**config.mk**
```make
export PLATFORM = sky130hd
export DESIGN_NAME = alu_sched_flat
export DESIGN_NICKNAME = d
export VERILOG_FILES = /design/src/rtl/alu_sched_pkg.sv /design/src/rtl/alu_sched_if.sv /design/src/rtl/alu_sched_arb2.sv /design/src/rtl/alu_sched.sv /design/src/flat_wrapper.sv
export SDC_FILE = /design/constraint.sdc
export NUM_CORES = 1
export LEC_CHECK = 0
export CORE_ASPECT_RATIO = 1.75
export CORE_UTILIZATION = 38
export CTS_CLUSTER_SIZE = 8
export DETAILED_ROUTE_END_ITERATION = 10
export PLACE_DENSITY = 0.82
export SLEW_MARGIN = 5
export SYNTH_ARGS = -nofsm -noshare
export SYNTH_HDL_FRONTEND = slang
export SYNTH_SLANG_ARGS = --single-unit
```
**constraint.sdc**
```tcl
create_clock -name clk -period 1.9 [get_ports clk]
set_clock_uncertainty 0.05 [all_clocks]
set_input_delay 0.19 -clock clk [delete_from_list [all_inputs] [get_ports clk]]
set_output_delay 0.19 -clock clk [all_outputs]
set_load 0.01 [all_outputs]
```
**src/rtl/alu_sched_pkg.sv**
```systemverilog
// Shared opcode codes and sequencer state encoding for the ALU scheduler and its peers.
package alu_sched_pkg;

  typedef enum logic [3:0] {
    OP_ADD  = 4'd0,
    OP_ADDI = 4'd1,
    OP_SUB  = 4'd2,
    OP_AND  = 4'd3,
    OP_OR   = 4'd4,
    OP_XOR  = 4'd5,
    OP_NOT  = 4'd6,
    OP_SLT  = 4'd7,
    OP_LSL  = 4'd8,
    OP_LSR  = 4'd9,
    OP_LDR  = 4'd10,
    OP_STR  = 4'd11,
    OP_BEQ  = 4'd12
  } op_e;

  typedef enum logic [1:0] {
    IDLE = 2'd0,
    EXEC = 2'd1,
    RESP = 2'd2
  } state_e;

endpackage

```
**src/rtl/alu_sched_if.sv**
```systemverilog
// Request/response/ALU-drive bundle of the ALU scheduler; slave = scheduler, master = requesters + ALU.
interface alu_sched_if #(
  parameter int W   = 16,
  parameter int OPW = 4
);
  logic           req0_valid, req0_ready;
  logic [OPW-1:0] req0_op;
  logic [W-1:0]   req0_a, req0_b;
  logic           req1_valid, req1_ready;
  logic [OPW-1:0] req1_op;
  logic [W-1:0]   req1_a, req1_b;

  logic           rsp0_valid, rsp0_ready, rsp0_zero;
  logic [W-1:0]   rsp0_out;
  logic           rsp1_valid, rsp1_ready, rsp1_zero;
  logic [W-1:0]   rsp1_out;

  logic [OPW-1:0] alu_op;
  logic [W-1:0]   alu_a, alu_b, alu_out;
  logic           alu_zero;

  modport slave (
    input  req0_valid, req0_op, req0_a, req0_b,
    input  req1_valid, req1_op, req1_a, req1_b,
    input  rsp0_ready, rsp1_ready, alu_out, alu_zero,
    output req0_ready, req1_ready,
    output rsp0_valid, rsp0_out, rsp0_zero,
    output rsp1_valid, rsp1_out, rsp1_zero,
    output alu_op, alu_a, alu_b
  );

  modport master (
    output req0_valid, req0_op, req0_a, req0_b,
    output req1_valid, req1_op, req1_a, req1_b,
    output rsp0_ready, rsp1_ready, alu_out, alu_zero,
    input  req0_ready, req1_ready,
    input  rsp0_valid, rsp0_out, rsp0_zero,
    input  rsp1_valid, rsp1_out, rsp1_zero,
    input  alu_op, alu_a, alu_b
  );
endinterface

```
**src/rtl/alu_sched_arb2.sv**
```systemverilog
// Combinational 2-way grant; ALU_SCHED_RR_EN selects round-robin ties, otherwise port 0 has fixed priority.
module alu_sched_arb2 (
  input  logic v0,
  input  logic v1,
  input  logic last,
  output logic g0,
  output logic g1
);

`ifdef ALU_SCHED_RR_EN
  // On a tie the port that did not win last time goes next.
  assign g0 = v0 & (~v1 | last);
  assign g1 = v1 & (~v0 | ~last);
`else
  logic unused_last;
  assign unused_last = last;
  assign g0 = v0;
  assign g1 = v1 & ~v0;
`endif

endmodule

```
**src/rtl/alu_sched.sv**
```systemverilog
// Time-shares one combinational ALU between two requesters; accept edge N -> rsp_valid in cycle N+2.
// New requests are accepted only in IDLE or in the owner's response handshake cycle (ALU_SCHED_RR_EN: round-robin ties).
module alu_sched
  import alu_sched_pkg::*;
#(
  parameter int W   = 16,
  parameter int OPW = 4
) (
  input  logic        clk,
  input  logic        rst_n,
  alu_sched_if.slave  io
);

  state_e         state_q, state_d;
  logic           owner_q, owner_d;
  logic           last_q, last_d;
  logic [OPW-1:0] op_q, op_d;
  logic [W-1:0]   a_q, a_d, b_q, b_d, res_q, res_d;
  logic           zero_q, zero_d;

  logic g0, g1, rsp_hs, win, acc0, acc1, rsp0_vld, rsp1_vld;

  alu_sched_arb2 u_arb2 (
    .v0   (io.req0_valid),
    .v1   (io.req1_valid),
    .last (last_q),
    .g0   (g0),
    .g1   (g1)
  );

  always_comb begin
    rsp0_vld = (state_q == RESP) & ~owner_q;
    rsp1_vld = (state_q == RESP) &  owner_q;
    rsp_hs   = (rsp0_vld & io.rsp0_ready) | (rsp1_vld & io.rsp1_ready);
    // Gated by rst_n so no request is acknowledged while reset is held.
    win      = rst_n & ((state_q == IDLE) | rsp_hs);
    acc0     = win & g0;
    acc1     = win & g1;

    io.req0_ready = acc0;
    io.req1_ready = acc1;
    io.rsp0_valid = rsp0_vld;
    io.rsp1_valid = rsp1_vld;
    io.rsp0_out   = rsp0_vld ? res_q : '0;
    io.rsp0_zero  = rsp0_vld & zero_q;
    io.rsp1_out   = rsp1_vld ? res_q : '0;
    io.rsp1_zero  = rsp1_vld & zero_q;
    io.alu_op     = op_q;
    io.alu_a      = a_q;
    io.alu_b      = b_q;
  end

  always_comb begin
    state_d = state_q;
    owner_d = owner_q;
    last_d  = last_q;
    op_d    = op_q;
    a_d     = a_q;
    b_d     = b_q;
    res_d   = res_q;
    zero_d  = zero_q;

    if (acc0 | acc1) begin
      owner_d = acc1;
      last_d  = acc1;
      op_d    = acc1 ? io.req1_op : io.req0_op;
      a_d     = acc1 ? io.req1_a  : io.req0_a;
      b_d     = acc1 ? io.req1_b  : io.req0_b;
    end

    case (state_q)
      IDLE: if (acc0 | acc1) state_d = EXEC;
      EXEC: begin
        res_d   = io.alu_out;
        zero_d  = io.alu_zero;
        state_d = RESP;
      end
      RESP: if (rsp_hs) state_d = (acc0 | acc1) ? EXEC : IDLE;
      default: state_d = IDLE;
    endcase
  end

  always_ff @(posedge clk or negedge rst_n) begin
    if (!rst_n) begin
      state_q <= IDLE;
      owner_q <= 1'b0;
      last_q  <= 1'b1;
      op_q    <= '0;
      a_q     <= '0;
      b_q     <= '0;
      res_q   <= '0;
      zero_q  <= 1'b0;
    end else begin
      state_q <= state_d;
      owner_q <= owner_d;
      last_q  <= last_d;
      op_q    <= op_d;
      a_q     <= a_d;
      b_q     <= b_d;
      res_q   <= res_d;
      zero_q  <= zero_d;
    end
  end

endmodule

```
**src/flat_wrapper.sv**
```systemverilog
// flat-port wrapper written by rule: the top's interface ports become plain ports
module alu_sched_flat import alu_sched_pkg::*;
#(
  parameter int W   = 16,
  parameter int OPW = 4
)
  (clk, rst_n, io_req0_valid, io_req0_op, io_req0_a, io_req0_b, io_req1_valid, io_req1_op, io_req1_a, io_req1_b, io_rsp0_ready, io_rsp1_ready, io_alu_out, io_alu_zero, io_req0_ready, io_req1_ready, io_rsp0_valid, io_rsp0_out, io_rsp0_zero, io_rsp1_valid, io_rsp1_out, io_rsp1_zero, io_alu_op, io_alu_a, io_alu_b);
  alu_sched_if #(.W(W), .OPW(OPW)) io_i ();
  input  logic clk;
  input  logic rst_n;
  input wire logic [$bits(io_i.req0_valid)-1:0] io_req0_valid;
  input wire logic [$bits(io_i.req0_op)-1:0] io_req0_op;
  input wire logic [$bits(io_i.req0_a)-1:0] io_req0_a;
  input wire logic [$bits(io_i.req0_b)-1:0] io_req0_b;
  input wire logic [$bits(io_i.req1_valid)-1:0] io_req1_valid;
  input wire logic [$bits(io_i.req1_op)-1:0] io_req1_op;
  input wire logic [$bits(io_i.req1_a)-1:0] io_req1_a;
  input wire logic [$bits(io_i.req1_b)-1:0] io_req1_b;
  input wire logic [$bits(io_i.rsp0_ready)-1:0] io_rsp0_ready;
  input wire logic [$bits(io_i.rsp1_ready)-1:0] io_rsp1_ready;
  input wire logic [$bits(io_i.alu_out)-1:0] io_alu_out;
  input wire logic [$bits(io_i.alu_zero)-1:0] io_alu_zero;
  output wire logic [$bits(io_i.req0_ready)-1:0] io_req0_ready;
  output wire logic [$bits(io_i.req1_ready)-1:0] io_req1_ready;
  output wire logic [$bits(io_i.rsp0_valid)-1:0] io_rsp0_valid;
  output wire logic [$bits(io_i.rsp0_out)-1:0] io_rsp0_out;
  output wire logic [$bits(io_i.rsp0_zero)-1:0] io_rsp0_zero;
  output wire logic [$bits(io_i.rsp1_valid)-1:0] io_rsp1_valid;
  output wire logic [$bits(io_i.rsp1_out)-1:0] io_rsp1_out;
  output wire logic [$bits(io_i.rsp1_zero)-1:0] io_rsp1_zero;
  output wire logic [$bits(io_i.alu_op)-1:0] io_alu_op;
  output wire logic [$bits(io_i.alu_a)-1:0] io_alu_a;
  output wire logic [$bits(io_i.alu_b)-1:0] io_alu_b;
  assign io_i.req0_valid = io_req0_valid;
  assign io_i.req0_op = io_req0_op;
  assign io_i.req0_a = io_req0_a;
  assign io_i.req0_b = io_req0_b;
  assign io_i.req1_valid = io_req1_valid;
  assign io_i.req1_op = io_req1_op;
  assign io_i.req1_a = io_req1_a;
  assign io_i.req1_b = io_req1_b;
  assign io_i.rsp0_ready = io_rsp0_ready;
  assign io_i.rsp1_ready = io_rsp1_ready;
  assign io_i.alu_out = io_alu_out;
  assign io_i.alu_zero = io_alu_zero;
  assign io_req0_ready = io_i.req0_ready;
  assign io_req1_ready = io_i.req1_ready;
  assign io_rsp0_valid = io_i.rsp0_valid;
  assign io_rsp0_out = io_i.rsp0_out;
  assign io_rsp0_zero = io_i.rsp0_zero;
  assign io_rsp1_valid = io_i.rsp1_valid;
  assign io_rsp1_out = io_i.rsp1_out;
  assign io_rsp1_zero = io_i.rsp1_zero;
  assign io_alu_op = io_i.alu_op;
  assign io_alu_a = io_i.alu_a;
  assign io_alu_b = io_i.alu_b;
  alu_sched #(.W(W), .OPW(OPW)) u_core (.clk(clk), .rst_n(rst_n), .io(io_i));
endmodule
```
==> impl_metrics.tcl <==
set metrics [dict create \
    outcome "complete, no violations" \
    synth.distinct_cells 20 \
    rsz0062_at_grt "false" \
    placed_area_mm2 0.00466 \
    initial_core_util 0.395 \
    layout-drive-gt1-share 0.133 \
    start_kind "flip-flop" \
    fin_util 0.664 \
    routedWlPerCell_um 19.4 \
    fin_crit_sh 0.957 \
    worst_pin_slew_ns 0.431 \
    syn_area_per_cell_um2 10.9 \
    drcViolationCount 0 \
    r2r_start "u_core.owner_q$_DFFE_PN0P_" \
    die_w_um 67.7 \
    fin_cells 521 \
    yosys_warnings 0 \
    num_vias 3027 \
    cp.required_ns 1.66 \
    final_common_cell "clkdlybuf4s50_1" \
    fin_crit_ns 1.82 \
    hold_viol 0 \
    reg2reg_to "u_core.io.alu_b[4]$_DFFE_PN0P_" \
    cts_root_buf "clkbuf_16" \
    cts.sinks 56 \
    final_nets 529 \
    clkTransAtPathRegs_ns 0.07 \
    slew_violations 0 \
    portBuffers 168 \
    ff2ff_setup_slack_ns 0.12 \
    leakagePower_uw 0.00213 \
    fin_area_mm2 0.00484 \
    post-dp-hpwl_um 6980 \
    dr.pass1.iters 4 \
    grt_pass1_vias 3064 \
    htreeDepth 2 \
    drt_iter0_drc 172 \
    hp-class "primary input to asynchronous set/reset pin" \
    setup_violations 0 \
    die_area_mm2 0.00793 \
    crit_arrival_ns 1.58 \
    synth_seq_cells 56 \
    core_mm2 0.00728 \
    place_inst 506 \
    gp_congestion 0.764 \
    wirelength_um 10100 \
    fin_setup_tns_ns 0 \
    via_per_inst 5.81 \
    synthCells 264 \
    reg2reg_depth 6 \
    cts_tree "yes" \
    grt_max_degree 43 \
    slew_headroom 0.713 \
    layout_common_cells "clkdlybuf4s50_1, o32ai_1, dfrtp_1" \
    syn_area_mm2 0.00287 \
    synth-seq-area-share 0.488 \
    peakVddDrop_uv 686 \
    areaGrowthSynthToFinish_pct 68.4 \
    track_usage 0.257 \
    syn_nets 359 \
    overflow 0 \
    crit_start "u_core.owner_q$_DFFE_PN0P_" \
    fmax_mhz 550 \
    clockBufferDepth 2 \
    path_class "flip-flop to primary output" \
    crit_fanout 19 \
    io_pins 169 \
    ant_nets 0 \
    p_per_area_mw_per_mm2 1140 \
    antenna_found_initial 0 \
    insertion_delay_ns 0.29 \
    grt_pass1_wl_um 15100 \
    end_kind "primary output" \
    cap_viol_max_count 0 \
    num_rows 41 \
    die_h_um 117 \
    n_antenna_cell 0 \
    cts_inserted_buffers 5 \
]
## cells by family after synthesis
kind of cell | after synthesis | share of synthesized area
AO/OA/AOI/OAI | 75 | 0.226
buffers and inverters | 31 | 0.0662
flip-flops | 56 | 0.488
multiplexers | 18 | 0.0701
AND/OR/NAND/NOR | 84 | 0.150
## flip-flops by register name, summed over array words and instances, names as in the netlist
| signal | count |
|---|---|
| u_core.io.alu_b | 16 |
| u_core.zero_q | 1 |
| u_core.owner_q | 1 |
| u_core.io.alu_op | 4 |
| u_core.res_q | 16 |
| u_core.io.alu_a | 16 |
| u_core.state_q | 2 |
## area by class of cell
cell class,instances,area [µm²]
fill,579,2440
timing repair buffer,193,1870
sequential,56,1400
multi-input combinational,177,1310
inverter,1,7.51
clock inverter,3,18.8
clock buffer,5,125
tap,86,108
## layer usage
layer  GRT usage  vias to the layer above  share of wire
li1            -                     1388              -
met1       0.273                     1456           0.36
met2       0.472                      155           0.53
met3      0.0591                       28          0.078
met4       0.104                        0          0.027
met5           0                        -              0
## worst max-delay path by stage
stage / to / slack, ns / cells after the start
3_5_place_dp: io_req0_ready / -0.11 / 5
2_1_floorplan: u_core.io.alu_b[15]$_DFFE_PN0P_ / 0.47 / 6
5_1_grt: io_rsp0_valid / 0.02 / 3
3_3_place_gp: io_req0_ready / -0.07 / 5
4_1_cts: io_rsp1_valid / -0.04 / 3
6_report: io_rsp0_valid / 0.08 / 3
## per-stage QoR
step	setup slack, ns	hold slack, ns	power (µW)
finish	0.0825	0.270	5530
global route	0.0172	0.279	5870
CTS	-0.0361	0.270	5510
detailed placement	-0.110	-0.0192	4620
global placement	-0.0714	-0.0239	4510
floorplan	0.469	-0.156	3240
## cell usage after synthesis (all sizes together)
cell type / number / area [µm²]
and2: 2 / 12.5
dfrtp: 56 / 1400
nor2b: 3 / 18.8
nor2: 40 / 150
mux2i: 1 / 10.0
nand2b: 1 / 6.26
and3: 34 / 213
a21o: 1 / 7.51
buf: 15 / 130
mux2: 17 / 191
and3b: 1 / 8.76
or2: 1 / 6.26
o32ai: 72 / 631
inv: 1 / 3.75
a21boi: 1 / 7.51
clkbuf: 15 / 56.3
nand3b: 2 / 15.0
a21oi: 1 / 5.00
## worst max-delay path, cell delays in order (launching register included)
cell and delay [ns]:
dfrtp_2 0.44, buf_4 0.20, nor2_1 0.11, clkdlybuf4s50_1 0.53
## power by group
group          internal (µW)  switching, µW  leakage [µW]  total [µW]
registers               1700            415      0.000648        2110
logic                   1430           1090       0.00140        2520
clock network            487            413     0.0000736         900
total                   3610           1920       0.00213        5530
## what timing repair did
item                                    CTS  global route
endpoints found under the hold margin    27             0
endpoints found under the setup margin   36            23
cloned                                    1             0
setup buffers                             1             3
resized for setup                        44             5
hold buffers                              2             0
No activity file was read; power rests on OpenSTA's default activity.
